==> config.mk <==
export PLATFORM = sky130hd
export DESIGN_NAME = register_bank_flat
export DESIGN_NICKNAME = d
export VERILOG_FILES = /design/src/rtl/register_bank_pkg.sv /design/src/rtl/register_bank_if.sv /design/src/rtl/register_bank_cell.sv /design/src/rtl/register_bank.sv /design/src/flat_wrapper.sv
export SDC_FILE = /design/constraint.sdc
export NUM_CORES = 1
export LEC_CHECK = 0
export BUFFER_PORTS_ARGS = -buffer_cell sky130_fd_sc_hd__buf_2
export CORE_MARGIN = 2
export CORE_UTILIZATION = 51
export DETAILED_ROUTE_END_ITERATION = 7
export MAX_ROUTING_LAYER = met4
export PLACE_DENSITY = 0.69
export SETUP_SLACK_MARGIN = 0.5
export SLEW_MARGIN = 20
export SYNTH_ARGS = -nofsm -noshare
export SYNTH_HDL_FRONTEND = slang
export SYNTH_SLANG_ARGS = --single-unit
==> constraint.sdc <==
create_clock -name clk -period 1 [get_ports clk]
set_input_delay 0.1 -clock clk [delete_from_list [all_inputs] [get_ports clk]]
set_output_delay 0.1 -clock clk [all_outputs]
set_load 0.01 [all_outputs]
==> src/rtl/register_bank_pkg.sv <==
// Shared sizing constants and types for the register file, decoder and datapath.
// Pure declarations: no logic, no latency, no flow control.
package register_bank_pkg;
  localparam int DATA_WIDTH = 8;
  localparam int REG_COUNT  = 8;
  localparam int SEL_WIDTH  = $clog2(REG_COUNT);

  typedef logic [SEL_WIDTH-1:0]  reg_sel_t;
  typedef logic [DATA_WIDTH-1:0] reg_data_t;
endpackage

==> src/rtl/register_bank_if.sv <==
// Register file access bus: the control side drives selector/enables/write data,
// the register file returns registered read data. No handshake; every enabled cycle completes.
interface register_bank_if;
  import register_bank_pkg::*;

  reg_sel_t  in_selector;
  reg_data_t in_data;
  logic      write_en;
  logic      read_en;
  reg_data_t out_data;

  modport master (
    output in_selector,
    output in_data,
    output write_en,
    output read_en,
    input  out_data
  );

  modport slave (
    input  in_selector,
    input  in_data,
    input  write_en,
    input  read_en,
    output out_data
  );
endinterface

==> src/rtl/register_bank_cell.sv <==
// Single WIDTH-bit storage register with load enable and async active-low clear.
// Loads on the enabling edge; no back-pressure.
module register_cell #(
  parameter int WIDTH = 8
) (
  input  logic             clk,
  input  logic             rst_n,
  input  logic             load,
  input  logic [WIDTH-1:0] d,
  output logic [WIDTH-1:0] q
);
  always_ff @(posedge clk or negedge rst_n) begin
    if (!rst_n) begin
      q <= '0;
    end else if (load) begin
      q <= d;
    end
  end
endmodule

==> src/rtl/register_bank.sv <==
// Eight-entry register file: one write port and one registered read port sharing a selector.
// Write stores at the enabling edge, read data valid one cycle after read_en; never stalls.
module register_bank
  import register_bank_pkg::*;
(
  input  logic            clk,
  input  logic            rst_n,
  register_bank_if.slave  bus
);
  logic [REG_COUNT-1:0] wr_onehot;
  reg_data_t            regs [REG_COUNT];
  reg_data_t            rd_mux;
  reg_data_t            out_q;

  always_comb begin
    wr_onehot = '0;
    if (bus.write_en) begin
      wr_onehot[bus.in_selector] = 1'b1;
    end
  end

  for (genvar i = 0; i < REG_COUNT; i++) begin : g_cell
    register_cell #(
      .WIDTH (DATA_WIDTH)
    ) u_cell (
      .clk   (clk),
      .rst_n (rst_n),
      .load  (wr_onehot[i]),
      .d     (bus.in_data),
      .q     (regs[i])
    );
  end

  // Mux reads the cell outputs before the edge, so a same-index write returns old data.
  assign rd_mux = regs[bus.in_selector];

  always_ff @(posedge clk or negedge rst_n) begin
    if (!rst_n) begin
      out_q <= '0;
    end else if (bus.read_en) begin
      out_q <= rd_mux;
    end
  end

  assign bus.out_data = out_q;

  sel_known_a : assert property (
    @(posedge clk) disable iff (!rst_n)
    (bus.write_en || bus.read_en) |-> !$isunknown(bus.in_selector)
  );
endmodule

==> src/flat_wrapper.sv <==
// flat-port wrapper written by rule: the top's interface ports become plain ports
module register_bank_flat import register_bank_pkg::*;
  (clk, rst_n, bus_in_selector, bus_in_data, bus_write_en, bus_read_en, bus_out_data);
  register_bank_if bus_i ();
  input  logic clk;
  input  logic rst_n;
  input wire logic [$bits(bus_i.in_selector)-1:0] bus_in_selector;
  input wire logic [$bits(bus_i.in_data)-1:0] bus_in_data;
  input wire logic [$bits(bus_i.write_en)-1:0] bus_write_en;
  input wire logic [$bits(bus_i.read_en)-1:0] bus_read_en;
  output wire logic [$bits(bus_i.out_data)-1:0] bus_out_data;
  assign bus_i.in_selector = bus_in_selector;
  assign bus_i.in_data = bus_in_data;
  assign bus_i.write_en = bus_write_en;
  assign bus_i.read_en = bus_read_en;
  assign bus_out_data = bus_i.out_data;
  register_bank u_core (.clk(clk), .rst_n(rst_n), .bus(bus_i));
endmodule
==> impl_metrics.tcl, run 1 <==
set metrics [dict create \
    synth-edff-count 0 \
    place.detailed.hpwl_um 4470 \
    grt_pass1_wl_um 11700 \
    cts.sinks 72 \
    hold_class "primary input to async pin" \
    drtIter0Drc 133 \
    cpLargestDelayFamily "multiplexers" \
    root_buffer "clkbuf_8" \
    vias 2055 \
    status "finished with violations" \
    max_slew_margin_pct 72.3 \
    dieArea_sq_um 7270 \
    cts_buffers 9 \
    clk_pin_slew_ns 0.08 \
    synth_area_sq_um 3370 \
    fillers 416 \
    preCtsSetupSlack_ns -0.339 \
    wl_um 7370 \
    io_pins 23 \
    critPathLaunchType "register" \
    dr.pass1.iters 4 \
    cts_tree "yes" \
    hold_slack_ns -0.239 \
    die_w_um 85.3 \
    worstMarginPinSlew_ns 0.415 \
    io_buffers 22 \
    clock_skew_ns 0.00943 \
    timing.max_cap.violations 0 \
    vias_per_cell 5.55 \
    rsz0062_at_grt "true" \
    grt_pass1_vias 2151 \
    final_common_cell "dfrtp_1" \
    worstRegToRegCells 3 \
    fin_nets 303 \
    fmax_ghz 0.887 \
    insertion_delay_ns 0.35 \
    path_class "register to register" \
    area_delta_synth_final_pct 36.3 \
    grt_max_degree 73 \
    fin_crit_sh_pct 113 \
    hold_viol_final 72 \
    die_y_um 85.3 \
    p_leak_nw 2.23 \
    clockBufferDepth 2 \
    fin_cells 370 \
    synthArstFlopShare_pct 100 \
    crit_path_end_kind "register" \
    cp.arrival_ns 1.40 \
    drive_gt1_share_pct 60.8 \
    syn_inst 213 \
    layout_common_cells "dfrtp_1, mux2_4, mux2i_1" \
    wire_per_inst_um 19.9 \
    peakVddDrop_v 0.00128 \
    ys_warn_count 0 \
    crit_required_ns 1.28 \
    worstPathMaxFanout 2 \
    p_total_mw 8.65 \
    row_count 29 \
    cp.buffers_inverters 0 \
    drc 0 \
    yosysSeqAreaShare_pct 53.5 \
    setup_violations 8 \
    p_per_area_nw_per_um2 1880 \
    grt_antenna_before_repair 0 \
    worst-path-stages 3 \
    violations "hold timing, setup timing" \
    final.setup.worst_slack_ns -0.127 \
    maxSlewViolCount 0 \
    dp.cells 331 \
    path_cells "mux2i_1 > mux4_2 > a21oi_2" \
    crit_path_max_incr_delay_ns 0.49 \
    n_antenna_cell 0 \
    antenna_left 0 \
    core-area_sq_um 6390 \
    synth_fp_nets 228 \
    avgSynthCellArea_sq_um 15.8 \
    ys.flop_type "dfrtp_1" \
    finalWeightedCongestion 0.755 \
    cts_max_level 3 \
    initial_core_util_pct 52.7 \
    synth.distinct_cells 20 \
    ys_ff_latch 72 \
    period_minus_slack_ns 1.13 \
    grtUsageTotal_pct 21.9 \
    crit_slowest_cell "mux4_2" \
    overflow 0 \
]
per-stage QoR:
| stage | setup TNS (ns) | utilization [%] | cell area (sq um) | hold WS, ns |
|---|---|---|---|---|
| 2_1_floorplan | -8.52 | - | 3420 | -0.196 |
| 4_1_cts | -0.858 | 68.2 | 4360 | -0.224 |
| 3_3_place_gp | -18.08 | 59.4 | 3790 | 0.158 |
| 6_report | -0.913 | 71.9 | 4590 | -0.239 |
| 5_1_grt | -1.31 | 71.9 | 4590 | -0.211 |
| 3_5_place_dp | -18.48 | 59.4 | 3790 | 0.158 |
cell usage after synthesis, drive strengths merged (2+ instances only):
cell type	count	share of area, %
dfrtp	72	53
mux2	64	21
mux2i	32	9.5
buf	10	3.2
a21oi	8	1.9
mux4	8	5.3
nor2	8	0.89
nand4b	3	1.3
nor3	2	0.97
nor3b	2	1.1
layer usage:
metal	global-route usage (%)	routed length, um
met4	7.79	87
met1	29.8	3450
met5	-	0
met3	3.79	162
met2	33.5	3660
state kept, by name (all words and copies together) (netlist names):
register,count
u_core.g_cell.u_cell.q,64
u_core.bus.out_data,8
worst paths after layout:
kind / from / slack, ns / to
min in group clk: bus_in_data[2] / 0.09 / u_core.g_cell[0].u_cell.q[2]
max in group asynchronous: rst_n / 0.92 / u_core.g_cell[2].u_cell.q[4]
worst max-delay path: u_core.g_cell[7].u_cell.q[3] / -0.13 / u_core.bus.out_data[3]
worst min-delay path: rst_n / -0.24 / u_core.g_cell[3].u_cell.q[4]
worst min register to register: u_core.g_cell[2].u_cell.q[2] / 0.51 / u_core.g_cell[2].u_cell.q[2]
worst max register to register: u_core.g_cell[7].u_cell.q[3] / -0.13 / u_core.bus.out_data[3]
cell families after synthesis:
group / Yosys count / synth area share, %
flops: 72 / 53.5
simple gates: 18 / 5.05
mux: 104 / 36.3
compound gates: 8 / 1.86
buf+inv: 11 / 3.34
where the power goes:
group	internal [mW]	leakage, nW	total, mW	switching [mW]
Clock	1.41	0.104	2.51	1.10
Combinational	1.49	1.27	2.23	0.734
Sequential	3.55	0.860	3.92	0.363
Total	6.45	2.23	8.65	2.20
cell type report:
type	instances	area (sq um)	share of cell area (%)
flip-flops and latches	72	1800	39.2
multi-input cells	130	1710	37.3
repair buffers	75	767	16.7
clock buffers	11	131	2.86
well taps	77	96.3	2.10
clock inverters	5	81.3	1.77
what timing repair did:
action / in CTS / in global routing
hold endpoints to repair: 72 / 72
setup buffers: 8 / 14
endpoints found under the setup margin: 80 / 80
gates cloned: 0 / 1
pin swaps: 9 / 4
gates resized for setup: 74 / 22
worst reg2reg max path, delay by kind of cell, from the launching register on:
family | cells | cell delay (ns)
AOI/OAI and AO/OA | 1 | 0.12
DFF | 1 | 0.36
muxes | 2 | 0.57
(Power assumes the default switching activity.)
==> run 2: changes to the inputs <==
--- a/config.mk
+++ b/config.mk
@@ -10,8 +10,9 @@
 export CORE_UTILIZATION = 51
 export DETAILED_ROUTE_END_ITERATION = 7
 export MAX_ROUTING_LAYER = met4
-export PLACE_DENSITY = 0.69
+export PLACE_DENSITY = 0.66
 export SETUP_SLACK_MARGIN = 0.5
+export SKIP_LAST_GASP = 1
 export SLEW_MARGIN = 20
 export SYNTH_ARGS = -nofsm -noshare
 export SYNTH_HDL_FRONTEND = slang
==> constraint.sdc (replaced) <==
create_clock -name clk -period 1.2 [get_ports clk]
set_input_delay 0.12 -clock clk [delete_from_list [all_inputs] [get_ports clk]]
set_output_delay 0.12 -clock clk [all_outputs]
set_load 0.01 [all_outputs]
==> run 2 against run 1 <==
Effect of this change: the flow now finishes without violations; global-route usage grew 2.0 points; wire length grew 4.0%; non-clock buffer count grew 7; fmax shrank 3.0%; sequential power shrank 16%; clock-buffer cell count grew 1; register-to-register slack gained 0.16 ns.
==> impl_metrics.tcl, run 2 (same netlist as run 1, synthesis figures left out) <==
set metrics [dict create \
    critPathLaunchType "register" \
    rsz0062_at_grt "true" \
    grt_pass1_vias 2268 \
    crit_path_end_kind "register" \
    p_total_mw 6.86 \
    final_common_cell "dfrtp_1" \
    dieArea_sq_um 7270 \
    io_buffers 22 \
    grt_util_met3_pct 5.93 \
    drive_gt1_share_pct 61.0 \
    top_register "u_core.g_cell.u_cell.q" \
    drtIter0Drc 63 \
    hold_viol_final 0 \
    grt_pass1_wl_um 12500 \
    preCtsSetupSlack_ns -0.161 \
    fin_setup_tns_ns 0 \
    die_w_um 85.3 \
    grtUsageTotal_pct 23.9 \
    worstRegToRegCells 3 \
    finalWeightedCongestion 0.866 \
    worstMarginPinSlew_ns 0.403 \
    fin_crit_sh_pct 96.8 \
    timing.max_cap.violations 0 \
    n_antenna_cell 0 \
    met1_usage_pct 31.3 \
    hold_depth 2 \
    grt_max_degree 73 \
    grt_antenna_before_repair 0 \
    setup_violations 0 \
    peakVddDrop_v 0.00117 \
    maxSlewViolCount 0 \
    cts_max_level 3 \
    antenna_left 0 \
    wire_per_inst_um 20.3 \
    dp.cells 332 \
    clock_skew_ns 0.00602 \
    period_minus_slack_ns 1.16 \
    path_class "register to register" \
    p_leak_nw 2.24 \
    p_per_area_nw_per_um2 1500 \
    initial_core_util_pct 52.7 \
    area_delta_synth_final_pct 35.8 \
    row_count 29 \
    fin_nets 310 \
    hold_class "primary input to register" \
    root_buffer "clkbuf_8" \
    overflow 0 \
    clockBufferDepth 2 \
    die_y_um 85.3 \
    place.detailed.hpwl_um 4730 \
    io_pins 23 \
    vias 2059 \
    cts_tree "yes" \
    drc 0 \
    largest_reg_flops 64 \
    reg2reg_slack_ns 0.04 \
    max_slew_margin_pct 73.1 \
    cp.arrival_ns 1.44 \
    cts.sinks 72 \
    grtUsageMet2_pct 37.9 \
    worstPathMaxFanout 2 \
    fin_cells 377 \
    final.setup.worst_slack_ns 0.0381 \
    cts_buffers 9 \
    wl_um 7660 \
    grt_busiest_layer "met2" \
    insertion_delay_ns 0.35 \
    fmax_ghz 0.861 \
    dr.pass1.iters 4 \
    vias_per_cell 5.46 \
    layout_common_cells "dfrtp_1, mux2_4, mux2i_1" \
    status "completed" \
    crit_required_ns 1.48 \
    core-area_sq_um 6390 \
    clk_pin_slew_ns 0.07 \
]
[run 2: cell count changes in the layout (fill, tap and decap cells not counted), sizes merged]
cell,before,now
clkinv,2,4
buf,74,81
clkinvlp,1,0
dlygate4sd3,0,1
bufinv,2,0
[run 2: what timing repair did]
action                     in CTS  in global routing
setup endpoints to repair      80                122
cloned                          1                  0
setup buffers                  12                 15
pin swaps                      11                  5
gates resized for setup        95                 12
hold endpoints to repair       72                  0
hold buffers                    1                  0
[run 2: where the power goes]
part / switching [mW] / total [mW] / internal [mW] / leakage, nW
logic: 0.627 / 1.92 / 1.29 / 1.29
clock network: 0.862 / 1.65 / 0.793 / 0.0899
registers: 0.327 / 3.29 / 2.96 / 0.860
total: 1.82 / 6.86 / 5.05 / 2.24
[run 2: worst paths after layout]
path / startpoint / to
setup / recovery: u_core.g_cell[5].u_cell.q[3] / u_core.bus.out_data[3]
hold / removal: bus_in_data[4] / u_core.g_cell[1].u_cell.q[4]
setup reg to reg: u_core.g_cell[5].u_cell.q[3] / u_core.bus.out_data[3]
hold reg to reg: u_core.g_cell[1].u_cell.q[2] / u_core.g_cell[1].u_cell.q[2]
max in group asynchronous: rst_n / u_core.g_cell[7].u_cell.q[6]
min in group asynchronous: rst_n / u_core.g_cell[7].u_cell.q[0]
[run 2: critical path, stage by stage (launching register included)]
cell and delay (ns):
dfrtp_1 0.37, mux2i_1 0.11, mux4_2 0.48, a21oi_2 0.13
[run 2: final cells by class]
| class | count | area [sq um] |
|---|---|---|
| fill | 427 | 1810 |
| sequential | 72 | 1800 |
| multi-input combinational | 130 | 1710 |
| timing repair buffer | 82 | 801 |
| clock buffer | 12 | 145 |
| tap | 77 | 96.3 |
| clock inverter | 4 | 20.0 |
[run 2: routing by layer]
layer / vias to the layer above / part of all wire [%]
met4: 0 / 1.4
met5: - / 0
li1: 949 / -
met3: 9 / 2.9
met1: 1071 / 45
met2: 30 / 51
[run 2: through the flow]
stage	util (%)	cell area, sq um	hold WS (ns)
2_1_floorplan	-	3420	-0.176
3_3_place_gp	58.7	3750	0.166
3_5_place_dp	58.7	3750	0.174
4_1_cts	69.1	4410	0.111
5_1_grt	71.6	4580	0.131
6_report	71.6	4580	0.130
